File: src/rtl/tri_bus_arbiter_pkg.sv
// tri_bus_arbiter_pkg: shared types and width helpers for the tri-state bus arbiter.
//   arb_state_e : FSM state encoding (IDLE / GRANT / TURN)
//   HOLD_W      : width of the per-tenure hold counter (saturates at 255)
//   TURN_W      : width of the turnaround counter (TURNAROUND <= 3)
//   idx_w()     : index width for N requesters (at least 1 bit)
package tri_bus_arbiter_pkg;

  typedef enum logic [1:0] {
    IDLE  = 2'b00,
    GRANT = 2'b01,
    TURN  = 2'b10
  } arb_state_e;

  localparam int unsigned HOLD_W = 8;
  localparam int unsigned TURN_W = 2;

  function automatic int unsigned idx_w(input int unsigned n);
    return (n > 1) ? $clog2(n) : 1;
  endfunction

endpackage

File: src/rtl/tri_bus_arbiter_rr_pick.sv
// tri_bus_arbiter_rr_pick: combinational round-robin selector.
//   req   : request vector
//   last  : index of the previous owner (lowest priority this round)
//   valid : at least one request is set
//   pick  : first set request searching last+1, last+2, ... modulo N_REQ
module tri_bus_arbiter_rr_pick
  import tri_bus_arbiter_pkg::*;
#(
  parameter  int unsigned N_REQ = 4,
  localparam int unsigned IW    = idx_w(N_REQ)
) (
  input  logic [N_REQ-1:0] req,
  input  logic [IW-1:0]    last,
  output logic             valid,
  output logic [IW-1:0]    pick
);

  logic [IW-1:0] cand;

  // k = N_REQ wraps back to last itself, so a sole requester is still found
  always_comb begin
    valid = 1'b0;
    pick  = '0;
    cand  = '0;
    for (int unsigned k = 1; k <= N_REQ; k++) begin
      cand = IW'((32'(last) + k) % N_REQ);
      if (!valid && req[cand]) begin
        valid = 1'b1;
        pick  = cand;
      end
    end
  end

endmodule

File: src/rtl/tri_bus_arbiter.sv
// tri_bus_arbiter: round-robin arbiter for a shared tri-state bus. Grants are
// registered, one-hot or zero, and separated by an all-zero turnaround gap so
// two TRI drivers never overlap.
//   clk      : rising-edge clock
//   reset    : synchronous, active-high reset
//   req      : level-sensitive request per requester
//   done     : release pulse from the current owner (other bits ignored)
//   grant    : one-hot or zero, drives the TRI cntl inputs
//   bus_busy : high while a tenure is in progress
//   owner    : index of the current / last owner
//   timeout  : one-cycle pulse after a forced release
// Build option: define TRI_ARB_HOLD_LIMIT_EN to cap each tenure at MAX_HOLD
// grant cycles; without it the owner keeps the bus until req drops or done.
module tri_bus_arbiter
  import tri_bus_arbiter_pkg::*;
#(
  parameter  int unsigned N_REQ      = 4,
  parameter  int unsigned MAX_HOLD   = 8,
  parameter  int unsigned TURNAROUND = 1,
  localparam int unsigned IW         = idx_w(N_REQ)
) (
  input  logic             clk,
  input  logic             reset,
  input  logic [N_REQ-1:0] req,
  input  logic [N_REQ-1:0] done,
  output logic [N_REQ-1:0] grant,
  output logic             bus_busy,
  output logic [IW-1:0]    owner,
  output logic             timeout
);

  // Elaboration-time guard on legal parameter ranges
  if (N_REQ < 2 || N_REQ > 8 || MAX_HOLD < 2 || MAX_HOLD > 255 ||
      TURNAROUND < 1 || TURNAROUND > 3) begin : g_param_check
    $error("tri_bus_arbiter: parameter out of legal range");
  end

  arb_state_e        state, state_nxt;
  logic [N_REQ-1:0]  grant_nxt;
  logic              busy_nxt;
  logic [IW-1:0]     owner_nxt;
  logic [IW-1:0]     last, last_nxt;
  logic [TURN_W-1:0] turn_cnt, turn_nxt;
  logic              pick_valid;
  logic [IW-1:0]     pick;
  logic              release_c;
  logic              forced_c;

  tri_bus_arbiter_rr_pick #(
    .N_REQ (N_REQ)
  ) u_rr_pick (
    .req   (req),
    .last  (last),
    .valid (pick_valid),
    .pick  (pick)
  );

`ifdef TRI_ARB_HOLD_LIMIT_EN
  logic [HOLD_W-1:0] hold;

  // Forced release only while the owner still wants the bus
  assign forced_c = (state == GRANT) && (hold == HOLD_W'(MAX_HOLD)) &&
                    req[owner] && !done[owner];

  // Hold counter and timeout pulse; timeout lands on the first TURN cycle
  always_ff @(posedge clk) begin
    if (reset) begin
      hold    <= '0;
      timeout <= 1'b0;
    end else begin
      timeout <= forced_c;
      if (state == IDLE && pick_valid) begin
        hold <= HOLD_W'(1);
      end else if (state == GRANT && !release_c && hold != '1) begin
        hold <= HOLD_W'(hold + 1'b1);
      end
    end
  end
`else
  assign forced_c = 1'b0;
  assign timeout  = 1'b0;
`endif

  // Voluntary (req dropped or done) or forced release of the current owner
  assign release_c = !req[owner] || done[owner] || forced_c;

  // State and output registers
  always_ff @(posedge clk) begin
    if (reset) begin
      state    <= IDLE;
      grant    <= '0;
      bus_busy <= 1'b0;
      owner    <= '0;
      last     <= IW'(N_REQ - 1);
      turn_cnt <= '0;
    end else begin
      state    <= state_nxt;
      grant    <= grant_nxt;
      bus_busy <= busy_nxt;
      owner    <= owner_nxt;
      last     <= last_nxt;
      turn_cnt <= turn_nxt;
    end
  end

  // Next-state and next-output logic
  always_comb begin
    state_nxt = state;
    grant_nxt = grant;
    busy_nxt  = bus_busy;
    owner_nxt = owner;
    last_nxt  = last;
    turn_nxt  = turn_cnt;

    case (state)
      IDLE: begin
        if (pick_valid) begin
          state_nxt       = GRANT;
          grant_nxt       = '0;
          grant_nxt[pick] = 1'b1;
          busy_nxt        = 1'b1;
          owner_nxt       = pick;
          last_nxt        = pick;
        end
      end
      GRANT: begin
        if (release_c) begin
          state_nxt = TURN;
          grant_nxt = '0;
          busy_nxt  = 1'b0;
          turn_nxt  = TURN_W'(TURNAROUND);
        end
      end
      TURN: begin
        grant_nxt = '0;
        busy_nxt  = 1'b0;
        turn_nxt  = TURN_W'(turn_cnt - 1'b1);
        // Leave on the last turnaround cycle; IDLE then adds the arbitration cycle
        if (turn_cnt <= TURN_W'(1)) begin
          state_nxt = IDLE;
          turn_nxt  = '0;
        end
      end
      default: begin
        state_nxt = IDLE;
        grant_nxt = '0;
        busy_nxt  = 1'b0;
        turn_nxt  = '0;
      end
    endcase
  end

endmodule

File: config.mk
export PLATFORM = sky130hd
export DESIGN_NAME = tri_bus_arbiter
export DESIGN_NICKNAME = d
export VERILOG_FILES = /design/src/rtl/tri_bus_arbiter_pkg.sv /design/src/rtl/tri_bus_arbiter_rr_pick.sv /design/src/rtl/tri_bus_arbiter.sv
export SDC_FILE = /design/constraint.sdc
export NUM_CORES = 1
export LEC_CHECK = 0
export CELL_PAD_IN_SITES_DETAIL_PLACEMENT = 1
export CELL_PAD_IN_SITES_GLOBAL_PLACEMENT = 2
export CORE_MARGIN = 8
export CORE_UTILIZATION = 25
export DETAILED_ROUTE_END_ITERATION = 7
export PLACE_DENSITY = 0.77
export SLEW_MARGIN = 30
export SYNTH_ARGS = -nofsm -noshare
export SYNTH_HDL_FRONTEND = slang
export SYNTH_SLANG_ARGS = --single-unit
File: constraint.sdc
create_clock -name clk -period 1.64 [get_ports clk]
set_input_delay 0.41 -clock clk [delete_from_list [all_inputs] [get_ports clk]]
set_output_delay 0.41 -clock clk [all_outputs]
set_load 0.01 [all_outputs]
; Word level (Yosys, flattened, before mapping)
; Cells that the tools add are included.
[totals]
memories = 0
ramBits = 0
input_bits = 10
ff_bits = 13
latch_bits = 0
mem_bits_ro = 0
out_inout_bits = 8
wordCells = 74
[classes]
muxes = 35
addsub = 5
reduce_logical = 14
n_div = 0
shifts = 0
n_bitwise = 1
n_lt_le_gt_ge = 8
eq_ne = 5
mul = 0
[ops]
columns = operator, n
row1 = $lt 2x3->1 const B, 6
row2 = $mux 2, 9
row3 = $mux 1, 13
row4 = $bmux 1 s2, 6
row5 = $pmux 2 s3, 2
row6 = $mux 4, 2
row7 = $pmux 4 s2, 1
row8 = $ne 2x2->1 const B, 3
row9 = $reduce_and 2->1, 3
row10 = $add 2x1->2 const B, 2
row11 = $add 2x2->2 const B, 2
row12 = $logic_and 1x1->1, 4
row13 = $logic_not 1->1, 4
row14 = $reduce_and 3->1, 1
row15 = $demux 1 s2, 1
row16 = $eq 2x1->1 const B, 1
row17 = $eq 2x2->1 const B, 1
row18 = $ge 2x1->1 const B, 1
row19 = $le 2x1->1 const B, 1
row20 = $logic_not 2->1, 1
row21 = $pmux 1 s2, 1
row22 = $sub 2x1->2 const B, 1
row23 = $logic_or 1x1->1, 1
row24 = $not 1->1, 1

; Logic depth before layout (Yosys ltp)
[logic_depth]
word_depth = 19
mapped_depth = 6
ltp_nobuf = 6

; By module
; Synthesis repeated with hierarchy kept, for this count alone.
[unflattened]
cells_unflattened = 92
area_unflattened_um2 = 769.5
[by_module_without_submodules]
columns = mod, cells_each, instances, area_per_inst_um2, seq_area_each_um2
row1 = tri_bus_arbiter, 78, 1, 678.2, 260.2
row2 = tri_bus_arbiter_rr_pick, 14, 1, 91.3, 0.0

; Least setup slack after synthesis
; Ideal clock, no wire load.
[synth_path]
path_kind = input to register
start = input port req[3]
end = register turn_cnt[1]
arrival_ps = 1471
setup_ps = 116
slack_ps = 54
required_ps = 1524
path_buffers = 0
stages = 4
cell_sequence = nor2b_1 > mux4_2 > a221o_1 > and3_1
[synth_between]
elab_chain_len = 6
[synth_rtl]
columns = element, line
row1 = from (decl), tri_bus_arbiter.sv:24  ; input logic [N_REQ-1:0] req,
row2 = $bmux 1 s2, tri_bus_arbiter.sv:85  ; assign release_c = !req[owner] || done[owner] || forced_c;
row3 = $mux 1 (not written as such), tri_bus_arbiter.sv:85
row4 = $logic_not 1->1, tri_bus_arbiter.sv:85
row5 = $logic_or 1x1->1, tri_bus_arbiter.sv:85
row6 = $ne 2x2->1 (no source line), -
row7 = $reduce_and 2->1 (no source line), -
row8 = to (signal assigned), tri_bus_arbiter.sv:102  ; turn_cnt <= turn_nxt;
row9 = to (decl), tri_bus_arbiter.sv:43  ; logic [TURN_W-1:0] turn_cnt, turn_nxt;
; No other way between the ends. The select of a mux whose other input is x is not followed.
; A chain may end at the register's enable or synchronous reset.

; Final worst setup path
[layout_path]
start = input port req[0]
end = register turn_cnt[1]
; Same word-level chain as after synthesis.

==> flow_summary_export.csv <==
group,metric,value,unit
floorplanning,initial_core_util,0.260,
pwr,p_seq_frac,0.372,
sta,setup_tns,0,ns
critical_path,path_cells,"clkdlybuf4s15_2, nor2b_1, mux4_2, a221o_1, and3_1",
clocking,hold_buffers,0,
critical_path,crit_arrival,1.78,ns
grt,grt_pass1_vias,968,
route,wl,2.59,mm
pwr,vdd_drop_max,0.538,mV
floorplanning,die_area,5170,um^2
synth,ys.warnings.count,0,
clocking,cts_made_buffers,3,
sta,fin_crit,1.61,ns
synth,syn_nets,101,
floorplanning,io_pins,18,
cells_and_area,syn2layout_area_growth,55.8,%
synth,async_flop_share,0,
critical_path,cp_slowest_stage_delay,0.52,ns
clocking,cts-root-buf,"clkbuf_4",
route,firstDrtPassIters,4,
synth,yosys-top-cells-area,"dfxtp_1 33%, a32o_1 5.1%, ha_1 4.8%, a21oi_1 4.5%, nand2_1 4.3%",
pwr,switching_share,0.351,
clocking,clock-sinks,13,
cells_and_area,multi_input_area,529,um^2
floorplanning,core,3000,um^2
cells_and_area,antenna_cells,0,
clocking,cts.htree.levels,1,
outcome,status,"finished, final reports clean",
route,num_vias,847,
clocking,clk_pin_slew_worst_paths,0.08,ns
min_path,min_path_type,"register to register",
cells_and_area,nFillCells,369,
grt,antenna_found_initial,0,
critical_path,critPathTopFamily,"multiplexers",
pwr,p_leak,0.565,nW
pwr,p_per_area,919,nW/um^2
synth,synth.most_common_cell,"dfxtp_1",
pwr,combPwrFrac,0.452,
grt,grt.total_usage,0.108,
sta,hold_viol_final,0,
critical_path,start_kind,"input port",
critical_path,crit_path_top_delay_cell,"mux4_2",
floorplanning,chipWidth,71.9,um
critical_path,endpoint_kind,"register",
sta,rsz0062_at_grt,"false",
floorplanning,die_h,71.9,um
synth,synth-seq-area-share,0.333,
pwr,power,1.12,mW
synth,syn_inst,88,
critical_path,required,1.81,ns
pwr,p_clk_frac,0.175,
route,first_iter_violations,17,
clocking,cts_max_path_buffers,2,
clocking,cts_tree,"built",
pwr,internal-power,726,uW
synth,synth_flop_cell,"dfxtp_1",
clocking,postCtsSetupRepairBufs,0,
sta,max_freq,0.623,GHz
synth,yosysTopAreaCell,"dfxtp_1",
sta,timing.final.crit_share,0.979,
cells_and_area,final_nets,144,
pwr,p_switching,392,uW
sta,finalSetupViolCount,0,
synth,synth_area,781,um^2
route,drt.antenna.violating_nets,0,
place,io_buffer_count,16,
route,drc_errors,0,
grt,overflow,0,
route,vias_per_cell,5.20,
synth,yosys.cell_types.count,33,
grt,grt_max_degree,8,
synth,synth_common_cells,"13 x dfxtp_1, 9 x nand2_1, 7 x a21oi_1",
place,hpwl,2.19,mm
synth,synth_top_area_share,0.333,
critical_path,critPathKind,"input port to register",
cells_and_area,regArea,264,um^2
sta,fin_skew,0.00242,ns
floorplanning,rows,20,
sta,drv_slew,0,
job,max_cap_viol_count,0,
synth,synth.avg_cell_area,8.87,um^2
synth,synth_edf_count,0,
place,gp_congestion,0.816,
critical_path,crit_buf_inv,1,
clocking,clk_latency,0.27,ns
cells_and_area,drive_gt1_frac,0.385,
grt,grt_first_pass_wirelength,4.54,mm
critical_path,path_max_fanout,6,
route,drt-wirelength-per-cell,15.9,um
synth,ys_seq_elements,13,
[cells by family (layout without fill, tap and decap cells)]
logic type,Yosys count,in the layout,synth area share
muxes,3,3,0.0545
buffers and inverters,8,50,0.0449
and+or+nand+nor,36,36,0.266
other,1,1,0.00480
adders and majority gates,3,3,0.0481
AOI/OAI and AO/OA,24,24,0.248
DFF,13,13,0.333
[sequential cells by signal, indices dropped and copies added, names as in the netlist]
signal	flops
bus_busy	1
grant	4
last	2
owner	2
state	2
turn_cnt	2
[power by group through the flow]
stage	clock network (mW)	logic [mW]	registers (mW)
after global placement	0	0.475	0.416
after CTS	0.204	0.501	0.416
after floorplan	0	0.234	0.415
final	0.196	0.506	0.416
after global routing	0.225	0.553	0.424
after detailed placement	0	0.488	0.421
[final cells by class]
class	instances	share of cell area
sequential	13	0.217
inverter	6	0.0185
clock buffer	4	0.0216
tap	33	0.0340
timing repair buffer	40	0.274
multi-input combinational	67	0.435
[layer usage]
metal	global-route usage	wire length (um)	vias up
li1	-	-	414
met1	0.117	1120	421
met5	0	0	-
met3	0.0377	103	2
met4	0.0136	8	0
met2	0.199	1370	10
[cell usage in the layout (no fill, tap or decap), drive strengths merged, types with 4 or more instances in the layout]
cell          n
dlygate4sd2   6
dfxtp        13
nor2b         4
nand3b        4
nand2         9
nor2          6
buf          25
a21oi         7
clkbuf        5
a32o          4
inv           6
[through the flow]
stage / util / area [um^2] / setup WS (ns) / cells / hold slack, ns
global route: 0.405 / 1220 / 0.00751 / 163 / 0.522
finish: 0.405 / 1220 / 0.0350 / 163 / 0.487
floorplan: - / 781 / 0.0540 / 88 / 0.451
detailed placement: 0.383 / 1150 / -0.614 / 159 / 0.480
CTS: 0.401 / 1200 / 0.00166 / 163 / 0.494
global placement: 0.383 / 1150 / -0.555 / 159 / 0.465
[worst reg2reg max path, cell delays in order, from the launching register on]
cell	delay [ns]
dfxtp_2	0.37
mux4_2	0.57
a221o_1	0.32
and3_1	0.16
[worst paths after layout]
| kind | end | cells after the start | start | slack [ns] |
|---|---|---|---|---|
| setup reg to reg | turn_cnt[1] | 3 | owner[1] | 0.12 |
| hold / removal | owner[1] | 2 | owner[1] | 0.49 |
| hold reg to reg | owner[1] | 2 | owner[1] | 0.49 |
| setup / recovery | turn_cnt[1] | 5 | req[0] | 0.03 |
[repair_timing]
action,in CTS,in global routing
endpoints found under the setup margin,15,9
pin swaps,3,2
resized for setup,27,9
Power figures use the tool's default switching activity.
